### config.mk
export PLATFORM = sky130hd
export DESIGN_NAME = selen_ifetch_responder
export DESIGN_NICKNAME = d
export VERILOG_FILES = /design/src/rtl/selen_ifetch_responder.sv
export SDC_FILE = /design/constraint.sdc
export NUM_CORES = 1
export LEC_CHECK = 0
export ABC_AREA = 1
export BUFFER_PORTS_ARGS = -buffer_cell sky130_fd_sc_hd__buf_2
export CAP_MARGIN = 10
export CELL_PAD_IN_SITES_DETAIL_PLACEMENT = 0
export CELL_PAD_IN_SITES_GLOBAL_PLACEMENT = 1
export CORE_UTILIZATION = 40
export DETAILED_ROUTE_END_ITERATION = 12
export PLACE_DENSITY = 0.92
export SLEW_MARGIN = 20
export SYNTH_ARGS = -nofsm -noshare
export SYNTH_HDL_FRONTEND = slang
export SYNTH_SLANG_ARGS = --single-unit
### constraint.sdc
create_clock -name clk -period 1.9 [get_ports clk]
set_clock_uncertainty 0.15 [all_clocks]
set_input_delay 0.57 -clock clk [delete_from_list [all_inputs] [get_ports clk]]
set_output_delay 0.57 -clock clk [all_outputs]
set_load 0.01 [all_outputs]
### src/rtl/selen_ifetch_responder.sv
// Instruction-fetch responder: maps each core fetch to one Wishbone classic read,
// with a one-entry last-fetch buffer and a timeout/error path that returns a safe word.
module selen_ifetch_responder #(
  parameter int unsigned TIMEOUT   = 255,
  parameter logic [31:0] ERR_INSTR = 32'h0000_0013,
  parameter bit          BUF_EN    = 1'b1
) (
  input  logic        clk,
  input  logic        rst_n,
  input  logic        i_req_val,
  input  logic [31:0] i_req_addr,
  output logic        i_req_ack,
  output logic [31:0] i_ack_rdata,
  input  logic        i_flush,
  output logic        wb_cyc_o,
  output logic        wb_stb_o,
  output logic        wb_we_o,
  output logic [3:0]  wb_sel_o,
  output logic [31:0] wb_adr_o,
  input  logic [31:0] wb_dat_i,
  input  logic        wb_ack_i,
  input  logic        wb_err_i,
  output logic        fetch_err
);

  localparam int CW = $clog2(TIMEOUT + 1);
  localparam logic [CW-1:0] TMAX = CW'(TIMEOUT);

  typedef enum logic [1:0] {S_IDLE, S_BUS, S_RESP} state_e;

  state_e        state_q, state_d;
  logic [29:0]   addr_q, addr_d;
  logic [29:0]   buf_addr_q, buf_addr_d;
  logic [31:0]   buf_data_q, buf_data_d;
  logic          buf_valid_q, buf_valid_d;
  logic [31:0]   rdata_q, rdata_d;
  logic          ack_q, ack_d;
  logic          cyc_q, cyc_d;
  logic          err_q, err_d;
  logic [CW-1:0] cnt_q, cnt_d;

  logic hit;
  logic req_match;
  logic unused_addr_bits;

  assign unused_addr_bits = ^i_req_addr[1:0];

  assign hit = BUF_EN && buf_valid_q && !i_flush && (i_req_addr[31:2] == buf_addr_q);
  // Ack only if the core is still asking for the address this response belongs to.
  assign req_match = i_req_val && (i_req_addr[31:2] == addr_q);

  always_comb begin
    state_d     = state_q;
    addr_d      = addr_q;
    buf_addr_d  = buf_addr_q;
    buf_data_d  = buf_data_q;
    buf_valid_d = buf_valid_q;
    rdata_d     = rdata_q;
    ack_d       = 1'b0;
    cyc_d       = cyc_q;
    err_d       = err_q;
    cnt_d       = cnt_q;

    case (state_q)
      S_IDLE: begin
        if (i_req_val) begin
          addr_d = i_req_addr[31:2];
          if (hit) begin
            rdata_d = buf_data_q;
            ack_d   = 1'b1;
            state_d = S_RESP;
          end else begin
            cyc_d   = 1'b1;
            cnt_d   = '0;
            state_d = S_BUS;
          end
        end
      end
      S_BUS: begin
        if (cnt_q != TMAX) begin
          cnt_d = cnt_q + CW'(1);
        end
        // Error takes priority over a simultaneous ack.
        if (wb_err_i || (!wb_ack_i && (cnt_q == TMAX))) begin
          cyc_d       = 1'b0;
          rdata_d     = ERR_INSTR;
          err_d       = 1'b1;
          buf_valid_d = 1'b0;
          ack_d       = req_match;
          state_d     = S_RESP;
        end else if (wb_ack_i) begin
          cyc_d       = 1'b0;
          rdata_d     = wb_dat_i;
          buf_data_d  = wb_dat_i;
          buf_addr_d  = addr_q;
          buf_valid_d = BUF_EN;
          ack_d       = req_match;
          state_d     = S_RESP;
        end
      end
      S_RESP: begin
        state_d = S_IDLE;
      end
      default: begin
        state_d = S_IDLE;
        cyc_d   = 1'b0;
      end
    endcase

    if (i_flush) begin
      buf_valid_d = 1'b0;
    end
  end

  always_ff @(posedge clk or negedge rst_n) begin
    if (!rst_n) begin
      state_q     <= S_IDLE;
      addr_q      <= '0;
      buf_addr_q  <= '0;
      buf_data_q  <= '0;
      buf_valid_q <= 1'b0;
      rdata_q     <= '0;
      ack_q       <= 1'b0;
      cyc_q       <= 1'b0;
      err_q       <= 1'b0;
      cnt_q       <= '0;
    end else begin
      state_q     <= state_d;
      addr_q      <= addr_d;
      buf_addr_q  <= buf_addr_d;
      buf_data_q  <= buf_data_d;
      buf_valid_q <= buf_valid_d;
      rdata_q     <= rdata_d;
      ack_q       <= ack_d;
      cyc_q       <= cyc_d;
      err_q       <= err_d;
      cnt_q       <= cnt_d;
    end
  end

  assign i_req_ack   = ack_q;
  assign i_ack_rdata = rdata_q;
  assign wb_cyc_o    = cyc_q;
  assign wb_stb_o    = cyc_q;
  assign wb_we_o     = 1'b0;
  assign wb_sel_o    = 4'hF;
  assign wb_adr_o    = {addr_q, 2'b00};
  assign fetch_err   = err_q;

endmodule
Yosys cells after proc, flatten, opt, wreduce, memory -nomap -nowiden
Index checks and enable logic that the tools add are counted.
- register bits after elaboration: 138
- input bits: 70
- output and inout port bits: 73
- muxes and demuxes: 28
- bitwise logic cells: 2
- add/subtract/negate cells: 1
- reduce and logical (&&, ||, !) cells: 19
- eq/ne operators: 11
- operator list (cell ; number):
    $mux 32 ; 4
    $pmux 32 s2 ; 1
    $eq 30x30->1 ; 2
    $mux 8 ; 3
    $pmux 8 s2 ; 1
    $mux 1 ; 12
    $reduce_and 4->1 ; 3
    $add 8x1->8 const B ; 1
    $eq 8x8->1 const B ; 1
    $mux 2 ; 4
    $ne 2x2->1 const B ; 4
    $ne 8x8->1 const B ; 1
    $reduce_and 2->1 ; 4
    $logic_and 1x1->1 ; 4
    $pmux 2 s2 ; 1
    $reduce_bool 2->1 ; 2
    $ne 3x3->1 const B ; 1
    $pmux 1 s3 ; 1
    $reduce_and 3->1 ; 1
    $reduce_bool 3->1 ; 1
    $eq 2x1->1 const B ; 1
    $eq 2x2->1 const B ; 1
    $logic_not 1->1 ; 2
    $logic_not 2->1 ; 1
    other kinds (3) ; 4

Logic depth before layout (Yosys ltp)
Gate-level depths: netlist (run 1).
- depth in word-level cells: 6
- mapped depth: 14
- gate-level depth less buffers: 13

Least setup slack after synthesis (run 1)
Ideal clock, no wire load.
- path kind: input port to flip-flop
- from: input i_req_addr[24]
- to: register rdata_q[10], in the netlist i_ack_rdata[10]
- library setup time: 117 ps
- data required time: 1633 ps
- arrival time: 1552 ps
- setup slack: 81 ps
- stages on the path: 13
- buffers on the path: 1
- cells stage by stage: inv_1 -> nor2_1 -> nor2_1 -> nand2_1 -> nor2_1 -> nand2_1 -> nor2_2 -> nand2_1 -> nand2_4 -> nand2_4 -> buf_6 -> nand2_1 -> nand2_1
- longest elaborated chain between the ends: 4
- RTL lines (item ; RTL line ; text):
    from (decl) ; 11 ; input logic [31:0] i_req_addr,
    $eq 30x30->1 ; 48 ; assign hit = BUF_EN && buf_valid_q && !i_flush && (i_req_addr[31:2] == buf_addr_q);
    $logic_and 1x1->1 ; 48 ;
    $ne 2x2->1 (no source line) ; -- ;
    $reduce_and 4->1 (no source line) ; -- ;
    to (signal assigned) ; 133 ; rdata_q <= rdata_d;
    to (decl) ; 36 ; logic [31:0] rdata_q, rdata_d;
Every way passes these cells.
A chain may end at the register's enable or synchronous reset.

Final worst setup path (run 1)
- from: register cnt_q[1]
- to: register rdata_q[13], in the netlist i_ack_rdata[13]
- longest elaborated chain between the ends: 5
- elaborated cells between the ends (all ways): 7
- classes of those cells: eq/ne (2); mux (2); reduce/logical (3)
- RTL lines (item ; RTL line ; text):
    from (decl) ; 40 ; logic [CW-1:0] cnt_q, cnt_d;
    from (signal assigned) ; 137 ; cnt_q <= cnt_d;
    $eq 8x8->1 * ; 84 ; if (wb_err_i || (!wb_ack_i && (cnt_q == TMAX))) begin
    $logic_and 1x1->1 * ; 84 ;
    $logic_or 1x1->1 * ; 84 ;
    $ne 3x3->1 (no source line) / $mux 32 (equally long branches) ; -- ;
    $reduce_and 4->1 (no source line) / $pmux 32 s2 (equally long branches) ; -- ;
Mark *: on every way between the ends. The rest lies on a longest branch, timed or not.

==> results.py, run 1 <==
metrics = {
    "clock_tree": {
        "ctsHtreeMaxLevel": 4,
        "clock_latency_ns": 0.42,
        "cts.sinks": 138,
        "cts_buffers": 17,
        "cts.clk_slew.worst_paths_ns": 0.06,
        "cts-root-buf": "clkbuf_16",
        "cts_tree": "done",
        "clk_path_buf_depth": 2,
    },
    "detailed_routing": {
        "routed_wl_um": 19500,
        "dr.first_iter.drc_count": 349,
        "ant_nets": 0,
        "dr.pass1.iters": 5,
        "viasPerCell": 4.90,
        "avgRoutedWirePerCell_um": 15.0,
        "vias": 6385,
        "drc": 0,
    },
    "place": {
        "pre_cts_ws_ns": -0.353,
        "routabilityCongestion": 0.794,
        "port_buffers": 133,
        "dpl.hpwl_um": 12500,
    },
    "setup_path": {
        "slowest_delay_ns": 0.40,
        "worstPathArrival_ns": 2.08,
        "reg2reg_from": "cnt_q[1]",
        "worstSetupEndpointType": "register",
        "r2r_end": "i_ack_rdata[13]",
        "crit_top_cell": "buf_12",
        "cp_max_fo": 8,
        "worstPathRequired_ns": 2.10,
        "crit_chain": "ha_4, nand3_4, nor2_4, nand3_4, nand4_4, nand2_2, inv_4, buf_12, buf_12, buf_12, nand3_1, nand2_1",
        "worstRegToRegCells": 12,
        "crit_path_start_kind": "register",
        "path_buf_inv": 4,
        "critPathLaunch": "cnt_q[1]",
        "criticalPathCategory": "register to register",
        "worst_path_max_delay_cell": "dfrtp_1",
        "reg2reg_slack_ns": 0.02,
        "critical_path.top_delay_family": "simple AND/OR/NAND/NOR gates",
    },
    "synth": {
        "yosysSeqAreaShare_pct": 49.9,
        "synthCells": 871,
        "yosysWarnings": 0,
        "yosysTopAreaCell": "dfrtp_1",
        "synth_top_area_share_pct": 49.9,
        "syn_avg_cell_area_um2": 7.94,
        "yosys-top-cells-area": "dfrtp_1 50%, nand2_1 17%, o21ai_0 7.1%, mux2_2 4.7%, inv_1 4.7%",
        "netlist_area_um2": 6920,
        "synth_cell_types": 33,
        "synth_seq_cells": 138,
    },
    "min_path": {
        "hold_class": "input pin to register",
        "hold_depth": 2,
        "whs_endpoint": "buf_valid_q",
        "hold_path.startpoint": "i_flush",
    },
    "floorplanning": {
        "die_area_um2": 17800,
        "pin_count": 143,
        "floorplan.initialDensity_pct": 41.3,
        "rows": 47,
        "core-area_um2": 16800,
        "die_x_um": 134,
        "die_h_um": 134,
    },
    "global_route": {
        "antenna_found_initial": 0,
        "grt_usage_pct": 21.4,
        "grt_pass1_vias": 5894,
        "grt_max_degree": 49,
        "gr-total-overflow": 0,
        "grt_pass1_wl_um": 29700,
    },
    "timing": {
        "rsz0062_at_grt": "true",
        "maxSlewViolCount": 0,
        "period_share_pct": 99.0,
        "finalSetupViolations": 0,
        "finalHoldViolCount": 0,
        "max_freq_mhz": 532,
        "finalCriticalPeriod_ns": 1.88,
        "setup_ws_ns": 0.0187,
        "tns_ns": 0,
    },
    "outcome": {
        "outcome": "complete, no violations",
    },
    "pwr": {
        "max-vdd-ir-drop_uv": 837,
        "power_per_cell_area_nw_per_um2": 1660,
        "leakage_uw": 0.00488,
        "p_total_uw": 15500,
    },
    "final_layout": {
        "diodes": 0,
        "layout-drive-gt1-share_pct": 30.2,
        "finalCoreUtilization_pct": 55.8,
        "nNetsFinal": 1142,
        "area_growth_pct": 35.1,
    },
    "job": {
        "maxCapViolCount": 0,
    },
}
-- through the flow --
step / cells / hold slack [ns] / instance area (µm²)
3_5_place_dp: 1249 / 0.304 / 8240
4_1_cts: 1292 / 0.158 / 9050
2_1_floorplan: 876 / 0.124 / 6940
5_1_grt: 1304 / 0.174 / 9350
3_3_place_gp: 1249 / 0.301 / 8240
6_report: 1304 / 0.173 / 9350
-- layout make-up --
cell class,instances,area [µm²]
clock buffer,21,480
clock inverter,11,130
fill,1516,7410
inverter,104,395
multi-input combinational,594,3050
sequential,138,3450
tap,220,275
timing repair buffer,216,1560
-- placed cells by master, fill, tap and decap left out, drive strengths merged, types with 2 or more instances in the layout --
cell type,count
clkbuf,24
o22ai,11
nand4,11
nand2,327
clkinv,4
a21oi,7
xor2,3
nor2,31
nor3,3
nand3,44
dfrtp,138
or2,4
mux2,29
buf,211
o21ai,99
conb,7
o211ai,2
inv,108
xnor2,12
bufinv,2
-- synth_stat cells (all sizes together) --
cell and number:
or2 4, nand3b 1, nor2 31, nor3 3, a21oi 7, ha 1
xor2 3, mux2 29, nand3 44, o22ai 11, o2111ai 1, o21ai 99
clkbuf 10, nand2 324, inv 103, nor3b 1, conb 2, buf 33
clkinv 1, dfrtp 138, nand4 11, xnor2 12, o211ai 2
-- flip-flops by register name, indices dropped and copies added, names as in the netlist --
register / cells
buf_data_q: 32
buf_valid_q: 1
addr_q: 30
fetch_err: 1
i_req_ack: 1
wb_cyc_o: 1
state_q: 2
cnt_q: 8
buf_addr_q: 30
i_ack_rdata: 32
-- per-layer routing --
metal / part of all wire [%] / GRT usage, % / up-vias
met4: 1.2 / 5.49 / 0
met3: 5.3 / 4.11 / 18
met1: 45 / 28.9 / 3027
met2: 49 / 35.2 / 187
li1: - / - / 3153
met5: 0 / 0 / -
-- how the worst max path moves through the flow --
| stage | end | depth (start not counted) | slack [ns] |
|---|---|---|---|
| 4_1_cts | i_ack_rdata[20] | 10 | 0.01 |
| 6_report | i_ack_rdata[13] | 12 | 0.02 |
| 5_1_grt | i_ack_rdata[17] | 12 | -0.05 |
| 2_1_floorplan | i_ack_rdata[10] | 13 | 0.08 |
| 3_3_place_gp | i_ack_rdata[25] | 11 | -0.31 |
| 3_5_place_dp | i_ack_rdata[18] | 11 | -0.35 |
-- logic make-up (layout without fill, tap and decap cells) --
logic type               Yosys count  in the layout  synth area share, %
AND/OR/NAND/NOR                  419            422                 24.9
adder cells (fa/ha/maj)            1              1                0.181
flip-flops                       138            138                 49.9
other                              2              7                0.109
AO/OA/AOI/OAI                    120            120                 9.06
multiplexers                      29             29                 4.72
XOR/XNOR                          15             15                 1.90
buffers and inverters            147            352                 9.26
-- what timing repair did --
action	CTS	global route
resized for setup	10	24
pin swaps	3	11
endpoints found under the hold margin	22	0
cloned	3	7
endpoints found under the setup margin	32	42
setup buffers	7	5
hold buffers	1	0
-- power by group --
| part | internal (µW) | switching (µW) | leakage (µW) |
|---|---|---|---|
| combinational | 3010 | 3910 | 0.00286 |
| clock | 2090 | 1310 | 0.000301 |
| sequential | 4290 | 918 | 0.00172 |
| total | 9400 | 6130 | 0.00488 |
(Power assumes the default switching activity.)
==> run 2, diff against run 1 <==
--- a/config.mk
+++ b/config.mk
@@ -14,4 +14,5 @@
 export DETAILED_ROUTE_END_ITERATION = 12
 export PLACE_DENSITY = 0.92
+export REMOVE_ABC_BUFFERS = 1
 export SLEW_MARGIN = 20
 export SYNTH_ARGS = -nofsm -noshare
--- a/constraint.sdc
+++ b/constraint.sdc
@@ -3,3 +3,3 @@
 set_input_delay 0.57 -clock clk [delete_from_list [all_inputs] [get_ports clk]]
 set_output_delay 0.57 -clock clk [all_outputs]
-set_load 0.01 [all_outputs]
+set_load 0.02 [all_outputs]
==> run 2 against run 1 <==
  * Utilization decreased by 0.56 points
  * Total power is 1.2% lower
  * Via count shrank 2.5%
  * Critical endpoint is now i_ack_rdata[4]
  * Fmax down 1.6%
  * Worst hold slack got worse by 0.0070 ns
  * The flow now finishes with violations (negative setup slack)
  * Sequential share of layout area up 0.37 points
  * Combinational power is 2% lower
  * Highest routed layer unchanged
  * Setup slack lost 0.031 ns
  * Clock power hardly changed
  * Final cell count is the same
==> results.py, run 2 (synthesis results as in run 1) <==
metrics = {
    "place": {
        "pre_cts_ws_ns": -0.373,
        "port_buffers": 133,
        "post-place-cells": 1258,
        "dpl.hpwl_um": 12400,
        "routabilityCongestion": 0.794,
    },
    "detailed_routing": {
        "routed_wl_um": 18500,
        "avgRoutedWirePerCell_um": 14.2,
        "vias": 6223,
        "dr.pass1.iters": 5,
        "dr.first_iter.drc_count": 334,
        "ant_nets": 0,
        "drc": 0,
        "viasPerCell": 4.77,
    },
    "final_layout": {
        "layout_common_cells": "317 x nand2_1, 138 x dfrtp_1, 132 x buf_2, 85 x inv_1, 83 x o21ai_0",
        "area_growth_pct": 33.8,
        "instances_no_fill": 1304,
        "layout-drive-gt1-share_pct": 29.9,
        "fill_cells": 1583,
        "final_common_cell": "nand2_1",
        "nNetsFinal": 1140,
    },
    "clock_tree": {
        "cts.clk_slew.worst_paths_ns": 0.06,
        "clock_latency_ns": 0.42,
        "cts-root-buf": "clkbuf_16",
        "clk_path_buf_depth": 2,
        "cts_buffers": 17,
        "ctsHtreeMaxLevel": 4,
        "cts_tree": "done",
        "cts.sinks": 138,
    },
    "timing": {
        "setup_ws_ns": -0.0121,
        "period_share_pct": 101,
        "rsz0062_at_grt": "true",
        "max_freq_mhz": 523,
        "finalCriticalPeriod_ns": 1.91,
        "maxSlewViolCount": 0,
        "finalSetupViolations": 1,
        "finalHoldViolCount": 0,
    },
    "setup_path": {
        "path_buf_inv": 2,
        "crit_top_cell": "nand2_1",
        "crit_chain": "ha_2, nand3_2, nor2_4, nand3_4, o21ai_4, buf_12, buf_8, nand2_4, nand2_1, nand3_1, nand2_1",
        "cp_max_fo": 6,
        "criticalPathCategory": "register to register",
        "critical_path.top_delay_family": "simple AND/OR/NAND/NOR gates",
        "slowest_delay_ns": 0.38,
        "worstSetupEndpointType": "register",
        "worst_path_max_delay_cell": "dfrtp_1",
        "crit_path_start_kind": "register",
        "worstPathRequired_ns": 2.11,
        "worstPathArrival_ns": 2.12,
    },
    "global_route": {
        "grt_max_degree": 62,
        "grt_usage_pct": 20.6,
        "antenna_found_initial": 2,
        "grt_pass1_vias": 5807,
        "grt_pass1_wl_um": 28500,
        "gr-total-overflow": 0,
    },
    "job": {
        "maxCapViolCount": 0,
    },
    "floorplanning": {
        "rows": 47,
        "pin_count": 143,
        "die_x_um": 134,
        "floorplan.initialDensity_pct": 41.3,
        "core-area_um2": 16800,
        "die_area_um2": 17800,
        "die_h_um": 134,
    },
    "min_path": {
        "hold_class": "input pin to register",
    },
    "pwr": {
        "max-vdd-ir-drop_uv": 834,
        "power_per_cell_area_nw_per_um2": 1660,
        "leakage_uw": 0.00486,
    },
    "outcome": {
        "violations": "negative setup slack",
        "outcome": "complete, but fails checks",
    },
}
-- run 2: changes by cell type in the layout (fill, tap and decap cells not counted), sizes merged --
| cell | change |
|---|---|
| clkinv | +5 |
| clkinvlp | +2 |
| inv | -5 |
| buf | -1 |
| clkbuf | -3 |
| bufbuf | -1 |
| diode | +2 |
| bufinv | +1 |
-- run 2: path summary, 6_finish.rpt --
check	cells after the start	from	slack [ns]	to
worst max-delay path	11	cnt_q[1]	-0.01	i_ack_rdata[4]
worst min-delay path	2	i_flush	0.17	buf_valid_q
worst max register to register	11	cnt_q[1]	-0.01	i_ack_rdata[4]
worst min register to register	2	fetch_err	0.32	fetch_err
max in group asynchronous	3	rst_n	0.56	addr_q[3]
min in group asynchronous	2	rst_n	0.51	addr_q[12]
-- run 2: metrics by stage --
stage	hold WS, ns	setup TNS [ns]	cell area (µm²)	util [%]	total power (µW)
floorplan	0.124	-152.33	6690	-	9000
global placement	0.299	-13.04	8300	49.5	11200
detailed placement	0.303	-13.41	8300	49.5	11400
CTS	0.150	-0.00606	8940	53.3	14900
global route	0.156	-2.02	9260	55.2	16400
finish	0.166	-0.0121	9260	55.2	15300
-- run 2: final cells by class --
cell class | count | area [µm²] | share of cell area [%]
flip-flops and latches | 138 | 3450 | 37.3
multi-input cells | 594 | 3010 | 32.5
well taps | 220 | 275 | 2.97
inverters | 104 | 395 | 4.27
clock inverters | 14 | 171 | 1.85
clock buffers | 18 | 439 | 4.75
repair buffers | 214 | 1510 | 16.3
diodes | 2 | 5.00 | 0.0541
-- run 2: metal layers --
layer  part of all wire, %  global-route usage, %  routed length, µm  up-vias
li1                      -                      -                  -     3143
met1                    45                   26.9               8360     2918
met2                    49                   33.9               9000      132
met3                   4.3                   4.07                805       30
met4                   2.0                   7.77                375        0
met5                     0                      0                  0        -
-- run 2: report_power, final --
part / internal [µW] / leakage (µW) / switching [µW]
clock: 2100 / 0.000292 / 1330
sequential: 4290 / 0.00172 / 853
combinational: 2620 / 0.00284 / 4150
total: 9020 / 0.00486 / 6330
-- run 2: what timing repair did --
action                     CTS  global route
hold buffers                 1             0
setup buffers                0             3
pin swaps                    0            23
hold endpoints to repair    38             0
gates resized for setup      2            49
gates cloned                 0             8
setup endpoints to repair   32            43
==> run 3, diff against run 2 <==
- GPL_TIMING_DRIVEN: unset -> 0
- RECOVER_POWER: unset -> 25
- REMOVE_ABC_BUFFERS: 1 -> unset
==> run 3 against run 2 <==
  * The flow still finishes with violations (negative setup slack)
  * Critical path type unchanged
  * Via count is 2.3% lower
  * Flip-flop and latch count unchanged
  * Sequential share of layout area increased by 1.9 points
  * Critical endpoint is now i_ack_rdata[12]
  * Highest routed layer unchanged
  * Global-route usage increased by 1.3 points
  * Worst hold slack lost 0.0015 ns
  * Routed wire length up 0.76%
==> results.py, run 3 (synthesis results as in run 1) <==
metrics = {
    "outcome": {
        "outcome": "complete, but fails checks",
        "violations": "negative setup slack",
    },
    "detailed_routing": {
        "vias": 6082,
        "wl_met1_um": 8820,
        "drc": 0,
        "dr.first_iter.drc_count": 339,
        "routed_wl_um": 18700,
        "avgRoutedWirePerCell_um": 14.7,
        "dr.pass1.iters": 5,
        "route.met2.wl_um": 8770,
        "wl_met3_um": 884,
        "viasPerCell": 4.78,
        "ant_nets": 0,
        "top_layer_used": "met4",
    },
    "setup_path": {
        "crit_top_cell": "nand2_1",
        "reg2reg_from": "buf_addr_q[26]",
        "crit_chain": "xnor2_2, nand2_1, nor2_2, nand2_1, nor2_2, nand2_2, nand2_4, nand2_8, clkbuf_16, nand2_2, nand2_1",
        "slowest_delay_ns": 0.40,
        "worstRegToRegCells": 11,
        "crit_path_start_kind": "register",
        "reg2reg_slack_ns": -0.03,
        "cp_max_fo": 7,
        "worst_path_max_delay_cell": "dfrtp_1",
        "criticalPathCategory": "register to register",
        "worstSetupEndpointType": "register",
        "r2r_end": "i_ack_rdata[12]",
        "worstPathRequired_ns": 2.06,
        "worstPathArrival_ns": 2.09,
    },
    "timing": {
        "rsz0062_at_grt": "true",
        "finalSetupViolations": 30,
        "tightest_slew_ns": 0.509,
        "maxSlewViolCount": 0,
        "max-slew-margin-rel_pct": 66.1,
        "max_freq_mhz": 519,
        "finalCriticalPeriod_ns": 1.93,
        "setup_ws_ns": -0.0268,
        "period_share_pct": 101,
        "finalHoldViolCount": 0,
    },
    "final_layout": {
        "layout-drive-gt1-share_pct": 28.1,
        "fin_area_um2": 8800,
        "final_common_cell": "nand2_1",
        "area_growth_pct": 27.1,
        "diodes": 0,
        "nNetsFinal": 1110,
        "layout_common_cells": "303 x nand2_1, 142 x buf_2, 138 x dfrtp_1, 98 x o21ai_0, 86 x inv_1",
    },
    "clock_tree": {
        "cts_tree": "done",
        "cts-root-buf": "clkbuf_16",
        "cts_buffers": 17,
        "cts.clk_slew.worst_paths_ns": 0.06,
        "clock_latency_ns": 0.42,
        "clk_path_buf_depth": 2,
        "cts.sinks": 138,
        "ctsHtreeMaxLevel": 4,
    },
    "global_route": {
        "grt_pass1_vias": 5911,
        "gr-total-overflow": 0,
        "grt_usage_pct": 21.9,
        "grt_pass1_wl_um": 30200,
        "antenna_found_initial": 0,
        "grt_max_degree": 81,
    },
    "floorplanning": {
        "pin_count": 143,
        "die_area_um2": 17800,
        "die_x_um": 134,
        "rows": 47,
        "core-area_um2": 16800,
        "floorplan.initialDensity_pct": 41.3,
        "die_h_um": 134,
    },
    "min_path": {
        "hold_depth": 2,
        "hold_class": "input pin to register",
        "hold_path.startpoint": "i_flush",
        "whs_endpoint": "buf_valid_q",
    },
    "place": {
        "port_buffers": 133,
        "routabilityCongestion": 0.869,
        "dpl.hpwl_um": 13400,
        "placed_area_um2": 7920,
    },
    "pwr": {
        "p_switching_uw": 6200,
        "p_int_uw": 8860,
        "p_comb_share_pct": 43.3,
        "leakage_uw": 0.00459,
        "p_clk_share_pct": 22.3,
        "max-vdd-ir-drop_uv": 803,
        "p_total_uw": 15100,
        "power_per_cell_area_nw_per_um2": 1710,
        "swShare_pct": 41.2,
        "sequentialPowerShare_pct": 34.4,
    },
    "job": {
        "maxCapViolCount": 0,
    },
}
## run 3: cell count changes in the layout (fill, tap and decap cells not counted), sizes merged
cell	delta
diode	-2
buf	-38
clkbuf	+13
nand2	-3
clkinvlp	-2
## run 3: through the flow
stage | TNS (ns) | std cells | hold slack [ns] | utilization (%) | setup slack, ns
6_report | -0.452 | 1272 | 0.164 | 52.5 | -0.0268
5_1_grt | -3.19 | 1272 | 0.149 | 52.5 | -0.115
4_1_cts | -0.00178 | 1267 | 0.156 | 51.4 | -0.00178
3_5_place_dp | -23.22 | 1230 | 0.305 | 47.2 | -0.359
3_3_place_gp | -280.86 | 1229 | 0.298 | 47.0 | -1.89
2_1_floorplan | 0 | 876 | 0.124 | - | 0.0787
## run 3: cell type report
class,count,area (µm²)
multi-input combinational,591,3000
clock buffer,20,447
timing repair buffer,145,796
tap,220,275
sequential,138,3450
inverter,104,395
clock inverter,12,149
buffer,42,287
fill,1616,7960
## run 3: how the worst max path moves through the flow
| stage | startpoint | slack, ns | cells after the start | end |
|---|---|---|---|---|
| final | buf_addr_q[26] | -0.03 | 11 | i_ack_rdata[12] |
| after floorplan | i_req_addr[24] | 0.08 | 13 | i_ack_rdata[10] |
| after detailed placement | i_req_addr[28] | -0.36 | 12 | i_ack_rdata[14] |
| after CTS | cnt_q[0] | -0.002 | 9 | i_ack_rdata[31] |
| after global routing | buf_addr_q[9] | -0.11 | 13 | i_ack_rdata[27] |
| after global placement | rst_n | -1.89 | 1 | i_ack_rdata[21] |
## run 3: worst max-delay path: cells and delay by family, from the launching register on
family        cells  cell delay (ns)
buf+inv           1             0.18
flops             1             0.40
xor+xnor          1             0.20
simple gates      9             0.89
## run 3: power by group through the flow
stage / clock, µW / sequential (µW) / combinational [µW]
2_1_floorplan: 0 / 5770 / 3520
3_3_place_gp: 0 / 5150 / 5990
3_5_place_dp: 0 / 5170 / 6100
4_1_cts: 3400 / 5140 / 6200
5_1_grt: 3550 / 5350 / 7310
6_report: 3350 / 5180 / 6520
## run 3: timing repair
action | 4_1_cts | 5_1_grt
gates cloned | 1 | 1
setup buffers | 4 | 4
hold buffers | 1 | 0
setup endpoints to repair | 133 | 102
resized for setup | 18 | 38
hold endpoints to repair | 58 | 0
pin swaps | 4 | 11
## run 3: metal layers
layer	vias up	global-route usage, %
met5	-	0
met1	2847	29.7
met2	146	35.3
met3	15	4.95
met4	0	5.62
li1	3074	-
